===== src/rtl/aib_adapt_fifo_ctrl.sv =====
// rtl/aib_adapt_fifo_ctrl.sv - AIB adapter FIFO pointer/count control with phase-comp auto read
module aib_adapt_fifo_ctrl #(
  parameter int AWIDTH = 4,
  parameter int DEPTH  = 16
) (
  input  logic              clk,
  input  logic              rst,
  input  logic              cfg_mode,
  input  logic [AWIDTH:0]   cfg_start_lvl,
  input  logic [AWIDTH:0]   cfg_af_lvl,
  input  logic [AWIDTH:0]   cfg_ae_lvl,
  input  logic              wr_en,
  input  logic              rd_en,
  input  logic              clr_sticky,
  output logic [DEPTH-1:0]  wr_ptr_one_hot,
  output logic [DEPTH-1:0]  rd_ptr_one_hot,
  output logic [AWIDTH-1:0] wr_ptr_bin,
  output logic [AWIDTH-1:0] rd_ptr_bin,
  output logic [AWIDTH:0]   numdata,
  output logic              full,
  output logic              empty,
  output logic              almost_full,
  output logic              almost_empty,
  output logic              rd_fire,
  output logic              ovf_sticky,
  output logic              udf_sticky
);

  localparam logic [AWIDTH:0]   DEPTH_C  = (AWIDTH + 1)'(DEPTH);
  localparam logic [AWIDTH-1:0] LAST_PTR = AWIDTH'(DEPTH - 1);

  typedef enum logic [1:0] {IDLE, FILL, RUN} state_t;

  state_t            state;
  logic [AWIDTH-1:0] wr_ptr;
  logic [AWIDTH-1:0] rd_ptr;
  logic [AWIDTH:0]   count;
  logic [AWIDTH:0]   start_eff;
  logic              wa;
  logic              udf_cond;

  assign full         = (count == DEPTH_C);
  assign empty        = (count == '0);
  assign almost_full  = (count >= cfg_af_lvl);
  assign almost_empty = (count <= cfg_ae_lvl);
  assign numdata      = count;
  assign wr_ptr_bin   = wr_ptr;
  assign rd_ptr_bin   = rd_ptr;

  assign wa       = wr_en & ~full;
  assign rd_fire  = cfg_mode ? ((state == RUN) & ~empty) : (rd_en & ~empty);
  assign udf_cond = cfg_mode ? ((state == RUN) & empty) : (rd_en & empty);

  // Out-of-range start levels are clamped so the FSM can always leave FILL.
  always_comb begin
    start_eff = cfg_start_lvl;
    if (cfg_start_lvl == '0)
      start_eff = (AWIDTH + 1)'(1);
    else if (cfg_start_lvl > DEPTH_C)
      start_eff = DEPTH_C;
  end

  always_comb begin
    wr_ptr_one_hot = '0;
    rd_ptr_one_hot = '0;
    for (int i = 0; i < DEPTH; i++) begin
      wr_ptr_one_hot[i] = (wr_ptr == AWIDTH'(i));
      rd_ptr_one_hot[i] = (rd_ptr == AWIDTH'(i));
    end
  end

  always_ff @(posedge clk or posedge rst) begin
    if (rst) begin
      wr_ptr <= '0;
      rd_ptr <= '0;
      count  <= '0;
    end else begin
      if (wa)
        wr_ptr <= (wr_ptr == LAST_PTR) ? '0 : wr_ptr + 1'b1;
      if (rd_fire)
        rd_ptr <= (rd_ptr == LAST_PTR) ? '0 : rd_ptr + 1'b1;
      if (wa && !rd_fire)
        count <= count + 1'b1;
      else if (!wa && rd_fire)
        count <= count - 1'b1;
    end
  end

  always_ff @(posedge clk or posedge rst) begin
    if (rst) begin
      state <= IDLE;
    end else if (!cfg_mode) begin
      state <= IDLE;
    end else begin
      case (state)
        IDLE:    state <= FILL;
        FILL:    if (count >= start_eff) state <= RUN;
        RUN:     if (count == '0) state <= FILL;
        default: state <= IDLE;
      endcase
    end
  end

  // A new error in the same cycle as clr_sticky keeps the flag set.
  always_ff @(posedge clk or posedge rst) begin
    if (rst) begin
      ovf_sticky <= 1'b0;
      udf_sticky <= 1'b0;
    end else begin
      ovf_sticky <= (wr_en & full) | (ovf_sticky & ~clr_sticky);
      udf_sticky <= udf_cond | (udf_sticky & ~clr_sticky);
    end
  end

endmodule

===== config.mk =====
export PLATFORM = sky130hd
export DESIGN_NAME = aib_adapt_fifo_ctrl
export DESIGN_NICKNAME = d
export VERILOG_FILES = /design/src/rtl/aib_adapt_fifo_ctrl.sv
export SDC_FILE = /design/constraint.sdc
export NUM_CORES = 1
export LEC_CHECK = 0
export ABC_AREA = 1
export CAP_MARGIN = 20
export CORE_ASPECT_RATIO = 1.4
export CORE_MARGIN = 5
export CORE_UTILIZATION = 46
export CTS_CLUSTER_SIZE = 28
export DETAILED_ROUTE_END_ITERATION = 12
export GPL_TIMING_DRIVEN = 0
export PLACE_DENSITY = 0.86
export SYNTH_ARGS = -nofsm -noshare
export SYNTH_HDL_FRONTEND = slang
export SYNTH_SLANG_ARGS = --single-unit

===== constraint.sdc =====
create_clock -name clk -period 2.95 [get_ports clk]
set_input_delay 0.4425 -clock clk [delete_from_list [all_inputs] [get_ports clk]]
set_output_delay 0.4425 -clock clk [all_outputs]
set_load 0.01 [all_outputs]

After elaboration in Yosys (flattened, before gate mapping)
Index checks and enable logic that the tools add are counted.
Widths: inputs -> output; s select.
- $add $sub $neg: 4
- order comparisons: 4
- eq/ne operators: 35
- multiplexer cells: 12
- bitwise logic cells: 13
- reduce and logical (&&, ||, !) cells: 11
- operator list (operator ; count):
    $eq 4x4->1 const B ; 16
    $eq 4x3->1 const B ; 8
    $mux 5 ; 4
    $eq 4x2->1 const B ; 4
    $ge 5x5->1 ; 2
    $logic_not 5->1 ; 2
    $add 4x1->4 const B ; 2
    $and 1x1->1 ; 8
    $eq 4x1->1 const B ; 2
    $logic_not 4->1 ; 2
    $mux 4 ; 2
    $mux 2 ; 3
    $ne 3x3->1 const B ; 2
    $pmux 2 s3 ; 1
    $add 5x1->5 const B ; 1
    $eq 5x5->1 const B ; 1
    $gt 5x5->1 const B ; 1
    $le 5x5->1 ; 1
    $sub 5x1->5 const B ; 1
    $not 1->1 ; 3
    $eq 2x1->1 const B ; 1
    $eq 2x2->1 const B ; 1
    $logic_and 1x1->1 ; 2
    $logic_not 1->1 ; 2
    other kinds (5) ; 7
- bits in registers: 17
- bits of input ports: 21
- output and inout port bits: 52
- word-level logic and storage cells: 85

Longest topological paths before layout
- depth after elaboration: 7
- mapped depth: 13
- depth with buffers taken out: 13

Least setup slack after synthesis
No wires, ideal clock.
- path type: register -> register
- start: register count[1] (netlist: numdata[1])
- end: register count[4] (netlist: numdata[4])
- setup time: 0.117 ns
- arrival time: 1.929 ns
- data required time: 2.833 ns
- setup slack: 0.904 ns
- stages on the path, launching flop included: 13
- buffers on the path: 0
- clock period less this slack: 2.046 ns
- cell sequence: dfrtp_1 > inv_1 > nand4_2 > nand2_4 > ha_1 > inv_1 > ha_1 > a21oi_1 > nand2_1 > nand2_1 > nand2_1 > nand2_1 > nand2_1
- longest elaborated chain between the ends: 7
- elaborated cells between the ends (all ways): 17
- those cells by class: add/sub (2); eq/ne (1); mux (3); bitwise (5); reduce/logical (6)
- RTL lines (item ; RTL line ; source):
    start: declaration ; 37 ; logic [AWIDTH:0] count;
    start signal: assignment ; 83 ; count <= count + 1'b1;
    start signal: assignment ; 85 ; count <= count - 1'b1;
    branches (longest 7 deep; another with $sub 5x1->5) ; n/a ;
Parallel ways; which one is timed is not known. The select of a mux whose other input is x is not followed.
A chain may end at the register's enable or synchronous reset.

Worst setup path in the final report
- start: input port cfg_ae_lvl[2]
- end: output port almost_empty
- longest elaborated chain between the ends: 1
- RTL lines (item ; RTL line ; source):
    start: declaration ; 11 ; input logic [AWIDTH:0] cfg_ae_lvl,
    $le 5x5->1 ; 45 ; assign almost_empty = (count <= cfg_ae_lvl);
    end: declaration ; 23 ; output logic almost_empty,
No other way between the ends.

==> impl_metrics.toml <==
[worst_setup_path]
worstPathMaxFanout = 3
worst-endpoint-required_ns = 2.51
cp-start-kind = "input port"
critPathArrivalTime_ns = 2.18
cp-end-kind = "output port"
worstSetupPathType = "in2out"

[logic_synthesis]
syn_inst = 252
syn_nets = 301
ys_warn_count = 0
syn_area_sq_um = 1700
ys_types = 25
syn_avg_cell_area_sq_um = 6.76
ys_ff_latch = 17
seq_area_frac_synth = 0.250

[drt]
drt-pass1-iter-count = 4
drcViolationCount = 0
postRouteAntennaNets = 0
vias_per_cell = 4.72
num_vias = 1747
detail_route.iter0.violations = 59
routedWlPerCell_um = 10.7
finalWirelength_um = 3970

[global_route]
overflow = 0
grtUsageTotal = 0.168
grt_max_degree = 18
grt_first_pass_wirelength_um = 6620
grt_pass1_vias = 1672
antenna_found_initial = 0

[floorplan]
io_pins = 73
die_x_um = 61.4
core-area_sq_um = 3610
die_y_um = 82.0
initial_core_util = 0.472
die-area_sq_um = 5040
rows = 26

[sta]
finalHoldViolCount = 0
final_max_slew_viol_count = 0
finalSetupTns_ns = 0
max_freq_ghz = 0.382
finalSetupViolCount = 0
timing.hold.ws_ns = 0.549
slew_headroom = 0.567
tightestPinTransition_ns = 0.649
period_share = 0.888
rsz0062_at_grt = "no"
skew_ns = 0.00931
min_period_ns = 2.62

[final_layout]
utilization = 0.699
final_cell_mix = "72 x clkdlybuf4s50_1, 60 x nand2_1, 51 x inv_1"
final_common_cell = "clkdlybuf4s50_1"
drive_gt1_frac = 0.0488
antenna_cells = 0
fillCellCount = 322
syn2layout_area_growth_pct = 48.0
nets = 378

[clocking]
cts.repair.resized = 0
clock-sinks = 17
cts_made_buffers = 3
cts_setup_buffers = 0
clk_path_buf_depth = 2
clkTransAtPathRegs_ns = 0.07
cts_tree = "done"
cts_max_level = 1
clk_latency_ns = 0.25
cts-root-buf = "clkbuf_8"
hold_buffers = 0

[worst_hold_path]
hold_class = "reg2reg"

[power]
leakagePower_nw = 1.30
power_density_nw_per_um2 = 872
vdd_drop_max_mv = 0.556

[place]
io_buffer_count = 72
place_hpwl_um = 3320
gp_congestion = 0.748

[outcome]
outcome = "complete, no violations"

[run]
max_cap_violations = 0
==> critical path, cell delays in order <==
cell             delay, ns
clkdlybuf4s50_1       0.46
inv_1                 0.04
ha_1                  0.31
nand2_1               0.07
inv_1                 0.04
o21bai_1              0.11
nand2_1               0.06
o22ai_1               0.10
clkdlybuf4s50_1       0.56
==> registers in the layout, summed over array words and instances (netlist names) <==
name	cells
state	2
udf_sticky	1
numdata	5
wr_ptr_bin	4
ovf_sticky	1
rd_ptr_bin	4
==> logic make-up after synthesis <==
group,count (synthesis),synth area share
AOI/OAI and AO/OA,25,0.0822
xor gates and xnor gates,5,0.0257
adders and majority gates,28,0.210
buffers and inverters,57,0.127
DFF,17,0.250
and+or+nand+nor,120,0.305
==> path summary, 6_finish.rpt <==
path / end / cells after the start / slack (ns) / start
max reg2reg: numdata[4] / 12 / 0.61 / numdata[1]
min reg2reg: ovf_sticky / 2 / 0.55 / ovf_sticky
min in group asynchronous: numdata[0] / 2 / 0.58 / rst
max: almost_empty / 9 / 0.33 / cfg_ae_lvl[2]
max in group asynchronous: numdata[2] / 2 / 1.95 / rst
min: ovf_sticky / 2 / 0.55 / ovf_sticky
==> through the flow <==
| step | area [sq um] | total power [mW] | worst slack (ns) | std cells |
|---|---|---|---|---|
| after floorplan | 1700 | 1.40 | 0.904 | 252 |
| after global placement | 2480 | 2.00 | 0.319 | 366 |
| after detailed placement | 2480 | 2.04 | 0.315 | 366 |
| after CTS | 2520 | 2.23 | 0.305 | 370 |
| after global routing | 2520 | 2.45 | 0.203 | 370 |
| final | 2520 | 2.20 | 0.330 | 370 |
==> where the power goes <==
part           internal, mW  total, mW  switching (mW)
clock network        0.0957      0.174          0.0779
registers             0.334      0.502           0.168
logic                 0.739       1.52           0.786
total                  1.17       2.20            1.03
==> synth_stat cells (all sizes together) <==
cell,count,area [sq um]
o21ai,14,77.6
a21oi,9,48.8
xor2,1,8.76
nand4,5,43.8
nor2,37,146
o21bai,1,7.51
dfrtp,17,425
clkbuf,1,3.75
ha,27,338
inv,54,203
xnor2,4,35.0
o22ai,1,6.26
nand2,62,248
nor3,2,10.0
nand3,13,65.1
nand3b,1,7.51
buf,2,10.0
fa,1,20.0
==> layout make-up <==
cell class,instances,area [sq um],share of cell area
Multi-Input combinational cell,178,1060,0.421
Timing Repair Buffer,72,721,0.286
Sequential cell,17,425,0.169
Inverter,54,203,0.0804
Tap cell,42,52.6,0.0208
Clock buffer,4,45.0,0.0179
Buffer,3,13.8,0.00546
==> layer usage <==
layer / global-route usage / vias up / routed length (um)
met5: 0 / - / 0
met4: 0.0403 / 0 / 52
met3: 0.0252 / 5 / 276
met2: 0.338 / 54 / 2070
met1: 0.173 / 756 / 1570
li1: - / 932 / -
Power figures use the tool's default switching activity.
==> RTL change (config.mk and constraints unchanged) <==
Reset style: synchronous (`rst`), changed in 3 clocked blocks.
--- a/src/rtl/aib_adapt_fifo_ctrl.sv
+++ b/src/rtl/aib_adapt_fifo_ctrl.sv
@@ -71,3 +71,3 @@
 
-  always_ff @(posedge clk or posedge rst) begin
+  always_ff @(posedge clk) begin
     if (rst) begin
@@ -88,3 +88,3 @@
 
-  always_ff @(posedge clk or posedge rst) begin
+  always_ff @(posedge clk) begin
     if (rst) begin
@@ -104,3 +104,3 @@
   // A new error in the same cycle as clr_sticky keeps the flag set.
-  always_ff @(posedge clk or posedge rst) begin
+  always_ff @(posedge clk) begin
     if (rst) begin
Check against the original RTL: differs if rst is asserted again (counterexample within 4 cycles, from zero or initial values and one cycle with rst high); with rst held inactive, the same outputs for 10 cycles.
==> RTL change against the original RTL <==
Non-clock buffer count shrank 3; worst setup slack worse by 0.031 ns; worst hold slack lost 0.072 ns; utilization is 0.66 points lower; area after synthesis fell by 0.88%; sequential cell count stayed put; cell area shrank 0.94%; clock skew fell by 0.0051 ns; routed wire length increased by 15%; register-to-register slack got worse by 0.09 ns; final cell count increased by 2.7%; maximum frequency fell by 1.2%; total power down 31%.
==> RTL change: results (changes against the original RTL) <==
The tools report the met3 demand-to-capacity share in global routing as 2.83% (was 2.52%). Root cell of the clock tree: clkbuf_8 (unchanged). The number of DRC markers in iteration 0 was 59 (unchanged); the global-route usage over all layers was 19.0% (was 16.8%). The global-route track usage on met1 came out at 20.7% (was 17.3%). The worst endpoint data arrival time came out at 2.21 ns (was 2.18 ns). The maximum fanout encountered on the critical timing path came out at 2 (was 3). Synth top area cells: dfxtp_1 (20%), ha_1 (20%), nand2_1 (11%) (was dfrtp_1 (25%), ha_1 (20%), nand2_1 (13%)). The logs give 5 (was 4) for the first-pass detailed-route iteration total and 0 (unchanged) for the post-CTS setup-driven buffer insertion count. Number of unique standard cell types used by synthesis: 28 (was 25). The logs give 36.0% (was 33.8%) for the met2 track utilization from global routing and 7530 um (was 6620 um) for the global-route wire length before repair. The net count after synthesis was 312 (was 301). The count of instances resized after the clock tree is built came out at 0 (unchanged). The final wirelength is 4570 um (was 3970 um). The highest ir drop seen on vdd was 417 uV (was 556 uV); the final HPWL from detailed placement was 3790 um (was 3320 um). The maximum level of the CTS H-tree is 1 (unchanged), and the transition time at the pin with the least slew margin is 0.430 ns (was 0.649 ns).

The clock transition time at the flip-flop clock pins of the worst setup and hold paths was 0.07 ns (about the same); the pin count of the biggest net entering global routing was 11 (was 18). The total of buffers placed on input and output ports is 71 (was 72). The run gives 0.245 ns (was 0.315 ns) as the worst setup slack after placement. The tools report the number of synthesis warnings as 0 (unchanged). Most frequent cells after synthesis: nand2_1 (50), nor2_1 (50), inv_1 (43) (was nand2_1 (60), inv_1 (51), nor2_1 (36)). For the count of vias placed by the detailed router, the log shows 1857 (was 1747). The run gives 20.1% (was 25.0%) as the sequential element share of the synthesized area.

Total clock buffers created by CTS: 3 (unchanged). The fraction of layout cells with a size suffix above 1 is 8.58% (was 4.88%), and the static power due to leakage is 1.19 nW (was 1.30 nW). The maximum cell stage delay along the critical path is 0.55 ns. The logs give 0.827 (was 0.748) for the placer's final routability congestion estimate and 2 (unchanged) for the worst-case clock buffer depth. The share of flip-flops with an asynchronous set or reset after synthesis came out at 0% (was 100%). The run finished with clean final reports. The worst min-delay path class is primary input to flop (was flop to flop). The number of nets in the layout is 388 (was 378), and the clock skew after layout is 0.00425 ns (was 0.00931 ns).
[RTL change: cell count changes in the layout (fill, tap and decap cells not counted), moves of 5 or more]
cell / delta
nand2_1: -10
a21oi_1: +5
dfxtp_1: +17
inv_1: -8
nor2_1: +14
inv_2: +8
o21ai_0: -7
dfrtp_1: -17
[RTL change: final cells by class]
cell class / instances / area [um2]
Buffer: 1 / 5.00
Clock buffer: 3 / 41.3
Clock inverter: 1 / 5.00
Fill cell: 315 / 1110
Inverter: 56 / 213
Multi-Input combinational cell: 189 / 1130
Sequential cell: 17 / 340
Tap cell: 42 / 52.6
Timing Repair Buffer: 71 / 711
[RTL change: where the power goes]
| part | internal (mW) | switching [mW] | leakage [nW] |
|---|---|---|---|
| Combinational | 0.453 | 0.519 | 1.02 |
| Sequential | 0.277 | 0.0960 | 0.139 |
| Clock | 0.0938 | 0.0827 | 0.0255 |
| Total | 0.824 | 0.698 | 1.19 |
[RTL change: worst paths after layout]
| path | startpoint | end | slack [ns] | depth (start not counted) |
|---|---|---|---|---|
| setup reg to reg | numdata[4] | numdata[3] | 0.52 | 12 |
| hold / removal | rst | wr_ptr_bin[0] | 0.48 | 2 |
| hold reg to reg | udf_sticky | udf_sticky | 0.48 | 2 |
| setup / recovery | cfg_ae_lvl[2] | almost_empty | 0.30 | 9 |
[RTL change: cells by family after synthesis]
| group | after synthesis | share of synthesized area [%] |
|---|---|---|
| AND/OR/NAND/NOR | 128 | 33.7 |
| buffers and inverters | 57 | 12.9 |
| AO/OA/AOI/OAI | 28 | 9.48 |
| adder cells (fa/ha/maj) | 28 | 21.2 |
| flip-flops | 17 | 20.1 |
| XOR/XNOR | 5 | 2.59 |
[RTL change: worst max-delay path: cells and delay by family]
family / cells / cell delay, ns
compound gates: 3 / 0.33
simple gates: 1 / 0.06
buf+inv: 4 / 1.08
fa+ha+maj: 1 / 0.29
[RTL change: per-layer routing]
layer | share of wire, % | vias to the layer above
met2 | 53 | 47
met4 | 1.0 | 0
li1 | - | 967
met5 | 0 | -
met3 | 5.7 | 6
met1 | 40 | 837
[RTL change: metrics by stage]
stage	hold slack, ns	power (mW)	std cells	cell area [um2]	util, %
floorplan	0.487	0.980	263	1690	-
global placement	0.462	1.31	376	2450	67.9
detailed placement	0.472	1.35	376	2450	67.9
CTS	0.479	1.53	380	2500	69.2
global route	0.493	1.67	380	2500	69.2
finish	0.478	1.52	380	2500	69.2
